--- src/rtl/ritc_bit_align_ctrl.sv ---
`default_nettype none
// ============================================================================
// Module   : ritc_bit_align_ctrl
// Brief    : Automatic bit-alignment trainer for one RITC input lane.
//            Sweeps every IDELAY tap while the RITC sends its training word,
//            keeps the widest stable eye, loads the eye centre and then
//            bitslips the ISERDES until word framing matches.
//            Optional error monitor: define RITC_BIT_ALIGN_ERRMON_EN.
// Revision : 1.0 - initial release
// ============================================================================
module ritc_bit_align_ctrl #(
  parameter int                      SERDES_WIDTH  = 4,
  parameter int                      DELAY_BITS    = 5,
  parameter logic [SERDES_WIDTH-1:0] TRAIN_PATTERN = 4'b0011,
  parameter int                      SAMPLE_BITS   = 8,
  parameter int                      SETTLE_CYCLES = 8,
  parameter int                      MIN_EYE       = 4
) (
  input  logic                    clk_i,
  input  logic                    rst_i,
  input  logic                    start_i,
  input  logic [SERDES_WIDTH-1:0] serdes_i,
  output logic [DELAY_BITS-1:0]   delay_o,
  output logic                    load_o,
  output logic                    bitslip_o,
  output logic                    busy_o,
  output logic                    done_o,
  output logic                    fail_o,
  output logic [DELAY_BITS-1:0]   eye_start_o,
  output logic [DELAY_BITS:0]     eye_width_o,
  input  logic                    monitor_i,
  output logic [15:0]             err_count_o
);

  // Counter wide enough for both the settle wait and the sample window
  localparam int SETTLE_W = $clog2(SETTLE_CYCLES + 1);
  localparam int CNT_W    = ((SAMPLE_BITS > SETTLE_W) ? SAMPLE_BITS : SETTLE_W) + 1;
  localparam int SLIP_W   = $clog2(SERDES_WIDTH) + 1;
  localparam int LEN_W    = DELAY_BITS + 1;

  localparam logic [CNT_W-1:0]      SETTLE_LAST = CNT_W'(SETTLE_CYCLES - 1);
  localparam logic [CNT_W-1:0]      SAMPLE_LAST = CNT_W'((1 << SAMPLE_BITS) - 1);
  localparam logic [DELAY_BITS-1:0] TAP_LAST    = {DELAY_BITS{1'b1}};
  localparam logic [SLIP_W-1:0]     SLIP_LAST   = SLIP_W'(SERDES_WIDTH - 1);
  localparam logic [LEN_W-1:0]      MIN_LEN     = LEN_W'(MIN_EYE);

  typedef enum logic [3:0] {
    S_IDLE    = 4'd0,
    S_LOAD    = 4'd1,
    S_SETTLE  = 4'd2,
    S_SAMPLE  = 4'd3,
    S_NEXT    = 4'd4,
    S_CENTER  = 4'd5,
    S_CSETTLE = 4'd6,
    S_CHECK   = 4'd7,
    S_SLIP    = 4'd8,
    S_SWAIT   = 4'd9,
    S_DONE    = 4'd10,
    S_FAIL    = 4'd11
  } state_t;

  state_t                  state_q, state_d;
  logic [DELAY_BITS-1:0]   tap_q;
  logic [CNT_W-1:0]        cnt_q;
  logic [SLIP_W-1:0]       slip_q;
  logic [SERDES_WIDTH-1:0] ref_q;
  logic                    stable_q;
  logic [DELAY_BITS-1:0]   run_start_q;
  logic [LEN_W-1:0]        run_len_q;
  logic [DELAY_BITS-1:0]   best_start_q;
  logic [LEN_W-1:0]        best_len_q;
  logic [DELAY_BITS-1:0]   eye_start_q;
  logic [LEN_W-1:0]        eye_width_q;
  logic [DELAY_BITS-1:0]   delay_q;

  logic                    w_start_accept;
  logic                    w_eye_ok;
  logic [DELAY_BITS-1:0]   w_center;
  logic [DELAY_BITS-1:0]   w_load_val;
  logic [LEN_W-1:0]        w_new_len;
  logic [DELAY_BITS-1:0]   w_new_start;
  logic                    w_close;

  // True when the word equals TRAIN_PATTERN under some rotation
  function automatic logic is_rotation(input logic [SERDES_WIDTH-1:0] word);
    logic [SERDES_WIDTH-1:0] rot;
    logic                    hit;
    rot = TRAIN_PATTERN;
    hit = 1'b0;
    for (int i = 0; i < SERDES_WIDTH; i++) begin
      if (word == rot) hit = 1'b1;
      rot = {rot[0], rot[SERDES_WIDTH-1:1]};
    end
    return hit;
  endfunction

  assign w_start_accept = start_i &&
                          ((state_q == S_IDLE) || (state_q == S_DONE) || (state_q == S_FAIL));
  assign w_eye_ok       = (best_len_q >= MIN_LEN);
  assign w_center       = best_start_q + DELAY_BITS'(best_len_q >> 1);
  assign w_load_val     = (state_q == S_CENTER) ? w_center : tap_q;

  // Run extension seen at the end of each tap; the last tap always closes the run
  assign w_new_len   = stable_q ? (run_len_q + LEN_W'(1)) : run_len_q;
  assign w_new_start = (stable_q && (run_len_q == '0)) ? tap_q : run_start_q;
  assign w_close     = !stable_q || (tap_q == TAP_LAST);

  // State register
  always_ff @(posedge clk_i) begin
    if (rst_i) state_q <= S_IDLE;
    else       state_q <= state_d;
  end

  // Next-state decode and state-derived outputs
  always_comb begin
    state_d   = state_q;
    load_o    = 1'b0;
    bitslip_o = 1'b0;
    busy_o    = 1'b1;
    done_o    = 1'b0;
    fail_o    = 1'b0;
    delay_o   = delay_q;
    case (state_q)
      S_IDLE: begin
        busy_o = 1'b0;
        if (start_i) state_d = S_LOAD;
      end
      S_LOAD: begin
        load_o  = 1'b1;
        delay_o = w_load_val;
        state_d = S_SETTLE;
      end
      S_SETTLE: begin
        if (cnt_q == SETTLE_LAST) state_d = S_SAMPLE;
      end
      S_SAMPLE: begin
        if (cnt_q == SAMPLE_LAST) state_d = S_NEXT;
      end
      S_NEXT: begin
        state_d = (tap_q == TAP_LAST) ? S_CENTER : S_LOAD;
      end
      S_CENTER: begin
        if (w_eye_ok) begin
          load_o  = 1'b1;
          delay_o = w_load_val;
          state_d = S_CSETTLE;
        end else begin
          state_d = S_FAIL;
        end
      end
      S_CSETTLE: begin
        if (cnt_q == SETTLE_LAST) state_d = S_CHECK;
      end
      S_CHECK: begin
        if (serdes_i == TRAIN_PATTERN) state_d = S_DONE;
        else if (slip_q == SLIP_LAST)  state_d = S_FAIL;
        else                           state_d = S_SLIP;
      end
      S_SLIP: begin
        bitslip_o = 1'b1;
        state_d   = S_SWAIT;
      end
      S_SWAIT: begin
        if (cnt_q == SETTLE_LAST) state_d = S_CHECK;
      end
      S_DONE: begin
        busy_o = 1'b0;
        done_o = 1'b1;
        if (start_i) state_d = S_LOAD;
      end
      S_FAIL: begin
        busy_o = 1'b0;
        fail_o = 1'b1;
        if (start_i) state_d = S_LOAD;
      end
      default: begin
        busy_o  = 1'b0;
        state_d = S_IDLE;
      end
    endcase
  end

  // Sweep datapath: tap/cycle counters, stability check, run tracking, eye latch
  always_ff @(posedge clk_i) begin
    if (rst_i) begin
      tap_q        <= '0;
      cnt_q        <= '0;
      slip_q       <= '0;
      ref_q        <= '0;
      stable_q     <= 1'b0;
      run_start_q  <= '0;
      run_len_q    <= '0;
      best_start_q <= '0;
      best_len_q   <= '0;
      eye_start_q  <= '0;
      eye_width_q  <= '0;
      delay_q      <= '0;
    end else begin
      case (state_q)
        S_IDLE, S_DONE, S_FAIL: begin
          if (w_start_accept) begin
            tap_q        <= '0;
            cnt_q        <= '0;
            slip_q       <= '0;
            ref_q        <= '0;
            stable_q     <= 1'b0;
            run_start_q  <= '0;
            run_len_q    <= '0;
            best_start_q <= '0;
            best_len_q   <= '0;
            eye_start_q  <= '0;
            eye_width_q  <= '0;
          end
        end
        S_SETTLE, S_CSETTLE, S_SWAIT: begin
          cnt_q <= (cnt_q == SETTLE_LAST) ? '0 : (cnt_q + CNT_W'(1));
        end
        S_SAMPLE: begin
          cnt_q <= (cnt_q == SAMPLE_LAST) ? '0 : (cnt_q + CNT_W'(1));
          if (cnt_q == '0) begin
            ref_q    <= serdes_i;
            stable_q <= is_rotation(serdes_i);
          end else if (serdes_i != ref_q) begin
            stable_q <= 1'b0;
          end
        end
        S_NEXT: begin
          if (w_close) begin
            // Strict compare: an equal-length later run never displaces the earlier one
            if (w_new_len > best_len_q) begin
              best_start_q <= w_new_start;
              best_len_q   <= w_new_len;
            end
            run_len_q <= '0;
          end else begin
            run_start_q <= w_new_start;
            run_len_q   <= w_new_len;
          end
          if (tap_q != TAP_LAST) tap_q <= tap_q + DELAY_BITS'(1);
        end
        S_CENTER: begin
          if (w_eye_ok) begin
            eye_start_q <= best_start_q;
            eye_width_q <= best_len_q;
          end
        end
        S_SLIP: begin
          slip_q <= slip_q + SLIP_W'(1);
        end
        default: begin
        end
      endcase
      // Remember the last value handed to the IDELAY so delay_o holds it
      if (load_o) delay_q <= w_load_val;
    end
  end

  assign eye_start_o = eye_start_q;
  assign eye_width_o = eye_width_q;

`ifdef RITC_BIT_ALIGN_ERRMON_EN
  logic [15:0] err_q;

  // Saturating count of framing mismatches while trained and monitoring
  always_ff @(posedge clk_i) begin
    if (rst_i) begin
      err_q <= '0;
    end else if (w_start_accept) begin
      err_q <= '0;
    end else if ((state_q == S_DONE) && monitor_i &&
                 (serdes_i != TRAIN_PATTERN) && (err_q != 16'hFFFF)) begin
      err_q <= err_q + 16'd1;
    end
  end

  assign err_count_o = err_q;
`else
  logic w_unused_monitor;
  assign w_unused_monitor = monitor_i;
  assign err_count_o      = 16'h0000;
`endif

endmodule
`default_nettype wire

--- config.mk ---
export PLATFORM = sky130hd
export DESIGN_NAME = ritc_bit_align_ctrl
export DESIGN_NICKNAME = d
export VERILOG_FILES = /design/src/rtl/ritc_bit_align_ctrl.sv
export SDC_FILE = /design/constraint.sdc
export NUM_CORES = 1
export LEC_CHECK = 0
export BUFFER_PORTS_ARGS = -buffer_cell sky130_fd_sc_hd__buf_2
export CAP_MARGIN = 20
export CORE_AREA = 2 2 89 91
export DETAILED_ROUTE_END_ITERATION = 8
export DIE_AREA = 0 0 91 93
export GPL_ROUTABILITY_DRIVEN = 0
export GPL_TIMING_DRIVEN = 0
export PLACE_DENSITY = 0.72
export SYNTH_ARGS = -nofsm -noshare
export SYNTH_HDL_FRONTEND = slang
export SYNTH_SLANG_ARGS = --single-unit
--- constraint.sdc ---
create_clock -name clk_i -period 2.6 [get_ports clk_i]
set_input_delay 0.26 -clock clk_i [delete_from_list [all_inputs] [get_ports clk_i]]
set_output_delay 0.26 -clock clk_i [all_outputs]
set_load 0.05 [all_outputs]
==> metrics.cfg, run 1 <==
[drt]
viasPerCell = 5.36
drc = 0
antenna_left = 0
dr.pass1.iters = 7
dr.first_iter.drc_count = 206
wl_per_cell_um = 14.0
drt-total-wl_um = 8720
vias = 3333

[cts]
htree_levels = 3
cts_tree = yes
cts_sinks = 64
clk_transition_reported_paths_ns = 0.07
clock_latency_ns = 0.35
numCtsBuffers = 9
cts-root-buf = clkbuf_8
clockBufferDepth = 2

[sta]
timing.fmax_ghz = 0.403
setup_viol = 0
finalSetupTns_ns = 0
holdWs_ns = 0.228
slew_headroom = 0.480
worstMarginPinSlew_ns = 0.769
drv_slew = 0
period_minus_slack_ns = 2.48
clock_skew_ns = 0.0112
fin_ws_ns = 0.118
period_share = 0.955
finalHoldViolCount = 0

[die]
dieArea_sq_um = 8460
ios = 45
die_x_um = 91
start_util = 0.485
coreArea_sq_um = 7530
chipHeight_um = 93
rows = 32

[worst_setup_path]
worst_ep_required_time_ns = 2.88
path_cells = ha_4 -> nand4_1 -> xnor2_2 -> ha_1 -> nand4_1 -> o211ai_1 -> a31oi_2 -> buf_6 -> mux2_2 -> nor2_1
worst_setup_path_end_kind = register
r2r_setup_slack_ns = 0.12
critical_path.top_delay_family = adder cells
critical_path_buf_inv_count = 1
startpoint_type = register
critPathSlowestCell = dfxtp_4
cp_max_fo = 6
crit_top_cell = nand4_1
cpPeakStageDelay_ns = 0.39
crit_arrival_ns = 2.77
critical_path_class = reg2reg

[logic_synthesis]
synth_edf_count = 0
synth_cell_types = 54
synthArstFlopShare = 0
yosysSeqAreaShare = 0.351
ys_seq_elements = 64
synth_warnings = 0
netlist_instances = 458
ys_dominant_reg_cell = dfxtp_1
avgSynthCellArea_sq_um = 7.97
netlist_area_sq_um = 3650

[grt]
grt_pass1_wl_um = 14400
antenna_found_initial = 0
grt_pass1_vias = 2996
grt_max_degree = 13
grt_usage = 0.213
overflow = 0

[power]
p_total_w = 0.00305
p_per_area_nw_per_um2 = 700
leakage_nw = 1.86
ir_drop_mv = 0.274

[cells_and_area]
nFillCells = 693
antenna_cells = 0
syn_to_final_growth_pct = 19.1
layout-drive-gt1-share = 0.194
final_common_cell = nor2_1
mostFrequentLayoutCells = 70 x nor2_1, 56 x dfxtp_1, 37 x nand2_1
layout.nets = 544

[worst_hold_path]
hp-class = in2reg

[place]
dp_hpwl_um = 6300
post-place-ws_ns = -0.277
io_buffers = 27

[flow_run]
maxCapViolations = 0

[status]
status = complete, no violations

## worst min-delay path: stages
cell and delay (ns):
buf_2 0.12, a22oi_1 0.09, nor2_1 0.07
## routing by layer
| metal | up-vias | routed length (um) | track usage | share of wire |
|---|---|---|---|---|
| met5 | - | 0 | 0 | 0 |
| met4 | 0 | 168 | 0.0732 | 0.019 |
| met3 | 15 | 505 | 0.0540 | 0.058 |
| met2 | 107 | 4060 | 0.344 | 0.47 |
| met1 | 1546 | 3980 | 0.279 | 0.46 |
| li1 | 1665 | - | - | - |
## state kept, by name (all words and copies together) (netlist names), 3 cells and up
signal        flops
delay_q           5
best_start_q      5
cnt_q             9
run_len_q         6
eye_width_o       6
best_len_q        6
ref_q             4
tap_q             5
slip_q            3
run_start_q       5
state_q           4
eye_start_o       5
## final timing paths
path | startpoint | to | depth (start not counted)
hold reg to reg | eye_start_o[3] | eye_start_o[3] | 2
setup / recovery | run_len_q[0] | best_len_q[0] | 10
hold / removal | serdes_i[0] | ref_q[0] | 3
setup reg to reg | run_len_q[0] | best_len_q[0] | 10
## layout make-up
| cell class | instances | area, sq um | share of cell area |
|---|---|---|---|
| inverters | 20 | 75.1 | 0.0173 |
| multi-input cells | 351 | 2200 | 0.506 |
| clock inverters | 6 | 115 | 0.0265 |
| well taps | 102 | 128 | 0.0293 |
| clock buffers | 10 | 138 | 0.0316 |
| repair buffers | 33 | 186 | 0.0429 |
| plain buffers | 36 | 210 | 0.0483 |
| flip-flops and latches | 64 | 1300 | 0.299 |
## stage by stage
stage                util  instances  cell area, sq um
finish              0.578        622              4350
CTS                 0.565        617              4260
floorplan               -        473              3710
global placement    0.528        602              3980
global route        0.578        622              4350
detailed placement  0.528        602              3980
## logic make-up after synthesis
group / after synthesis / share of synthesized area
buf+inv: 58 / 0.0778
fa+ha+maj: 21 / 0.0740
xor+xnor: 25 / 0.0600
flops: 64 / 0.351
mux: 13 / 0.0360
compound gates: 91 / 0.155
simple gates: 185 / 0.246
other cells: 1 / 0.00103
## synthesized netlist by cell type (all sizes together) (5+ instances only)
master	number	area, sq um
xnor2	10	87.6
nand4	6	37.5
a21oi	33	165
a22oi	15	113
a31oi	5	31.3
nand3	17	85.1
nor2b	9	56.3
nand2b	5	31.3
buf	21	144
dfxtp	64	1280
nor2	75	310
inv	20	75.1
clkbuf	17	65.1
o22ai	5	31.3
nand2	38	143
nor3	11	55.1
o21ai	14	73.8
xor2	15	131
ha	20	250
a21o	5	37.5
mux2i	12	120
## where the power goes
group	internal (W)	switching, W
combinational	0.000272	0.000641
sequential	0.00101	0.0000275
clock	0.000668	0.000426
total	0.00195	0.00109
## what timing repair did
item	4_1_cts	5_1_grt
gates cloned	0	1
endpoints found under the setup margin	12	15
hold buffers	0	0
buffers inserted	0	5
pin swaps	1	11
resized for setup	10	21
hold endpoints to repair	0	0
(Power assumes the default switching activity.)
==> run 2: changes to the inputs <==
- CTS_CLUSTER_SIZE: unset -> 28
- RECOVER_POWER: unset -> 50
==> run 2 against run 1 <==
Routed wire length about the same. Power is 1.2% lower. Sequential share of layout area increased by 0.35 points. Largest cell class unchanged.
==> metrics.cfg, run 2 (synthesized netlist as in run 1, its figures left out) <==
[sta]
timing.fmax_ghz = 0.404
finalHoldViolCount = 0
period_share = 0.951
slew_headroom = 0.480
fin_ws_ns = 0.127
drv_slew = 0
worstMarginPinSlew_ns = 0.770
setup_viol = 0
period_minus_slack_ns = 2.47
clock_skew_ns = 0.0121

[worst_setup_path]
cp-startpoint = state_q[3]
critical_path_class = reg2reg
crit_cells = 7
worst_ep_required_time_ns = 2.88
critical_path_buf_inv_count = 2
path_cells = clkbuf_1 -> nor4b_1 -> o211ai_1 -> a31oi_2 -> buf_6 -> mux2_2 -> nor2_1
crit_arrival_ns = 2.76
startpoint_type = register
reg2reg_from = state_q[3]
r2r_setup_slack_ns = 0.13
crit_end = best_len_q[0]
r2r_end = best_len_q[0]
r2r_cells = 7
cpPeakStageDelay_ns = 0.74
worst_setup_path_end_kind = register
critical_path.top_delay_family = simple AND/OR/NAND/NOR gates
critPathSlowestCell = nor4b_1
cp_max_fo = 10

[cells_and_area]
largest_register = cnt_q
syn_to_final_growth_pct = 17.7
layout.nets = 544
design_area_sq_um = 4300
layout-drive-gt1-share = 0.160
largest_reg_flops = 9
mostFrequentLayoutCells = 73 x nor2_1, 56 x dfxtp_1, 37 x nand2_1
stdcell_count = 622
final_common_cell = nor2_1
antenna_cells = 0

[power]
ir_drop_mv = 0.273
p_per_area_nw_per_um2 = 700
leakage_nw = 1.80

[drt]
dr.pass1.iters = 5
vias = 3327
dr.first_iter.drc_count = 209
drt-total-wl_um = 8710
antenna_left = 0
wl_per_cell_um = 14.0
drc = 0
viasPerCell = 5.35

[grt]
antenna_found_initial = 0
overflow = 0
grt_pass1_wl_um = 14400
top_usage_layer = met2
grt.met3_usage = 0.0540
globalRouteMet1Util = 0.279
met2_usage = 0.344
grt_max_degree = 13
grt_pass1_vias = 2996
grt_usage = 0.213

[place]
io_buffers = 27
dp_hpwl_um = 6300
postPlaceCellArea_sq_um = 3980
place_inst = 602
post-place-ws_ns = -0.277

[die]
ios = 45
coreArea_sq_um = 7530
chipHeight_um = 93
start_util = 0.485
dieArea_sq_um = 8460
die_x_um = 91
rows = 32

[cts]
clockBufferDepth = 2
cts_tree = yes
clock_latency_ns = 0.35
cts-root-buf = clkbuf_8
numCtsBuffers = 9
cts_sinks = 64
clk_transition_reported_paths_ns = 0.08
htree_levels = 3
cts_hold_buf = 0

[flow_run]
maxCapViolations = 0

[status]
status = complete, no violations

[worst_hold_path]
hp-class = in2reg

==> run 2: changes by cell type in the layout (fill, tap and decap cells not counted), sizes merged <==
cell    before  now
buf         54   39
clkbuf      25   40
==> run 2: what timing repair did <==
| action | in CTS | in global routing |
|---|---|---|
| pin swaps | 1 | 11 |
| gates resized for setup | 10 | 21 |
| setup endpoints to repair | 12 | 15 |
| setup buffers | 0 | 5 |
| cloned | 0 | 1 |
==> run 2: worst register-to-register path: cells and delay by family (launching register included) <==
family          cells  cell delay (ns)
buf+inv             2             0.38
compound gates      2             0.56
mux                 1             0.32
flops               1             0.34
simple gates        2             0.81
==> run 2: report_power, final <==
part	switching [W]	internal (W)	leakage, nW	total, W
Clock	0.000429	0.000668	0.123	0.00110
Sequential	0.0000272	0.00101	0.521	0.00104
Combinational	0.000623	0.000253	1.16	0.000876
Total	0.00108	0.00193	1.80	0.00301
==> run 2: worst min-delay path by stage <==
stage | start | endpoint | cells after the start
after floorplan | serdes_i[0] | ref_q[0] | 2
after global placement | eye_start_o[0] | eye_start_o[0] | 2
after detailed placement | eye_width_o[1] | eye_width_o[1] | 2
after CTS | serdes_i[0] | ref_q[0] | 3
after global routing | serdes_i[2] | ref_q[2] | 3
final | serdes_i[0] | ref_q[0] | 3
==> run 2: layer usage <==
metal  vias up  part of all wire
li1       1666                 -
met5         -                 0
met2       103              0.47
met4         0             0.018
met1      1543              0.46
met3        15             0.054
==> run 2: metrics by stage <==
step / total power (W) / hold WS (ns) / utilization / TNS (ns)
4_1_cts: 0.00305 / 0.223 / 0.565 / 0
6_report: 0.00301 / 0.231 / 0.571 / 0
2_1_floorplan: 0.00178 / 0.422 / - / 0
5_1_grt: 0.00316 / 0.249 / 0.571 / -0.109
3_3_place_gp: 0.00195 / 0.440 / 0.528 / -1.60
3_5_place_dp: 0.00196 / 0.441 / 0.528 / -2.22
==> run 2: layout make-up <==
cell class | instances | area [sq um]
Fill cell | 711 | 3230
Multi-Input combinational cell | 351 | 2170
Sequential cell | 64 | 1300
Buffer | 36 | 209
Timing Repair Buffer | 33 | 171
Clock buffer | 10 | 138
Tap cell | 102 | 128
Clock inverter | 6 | 115
Inverter | 20 | 75.1
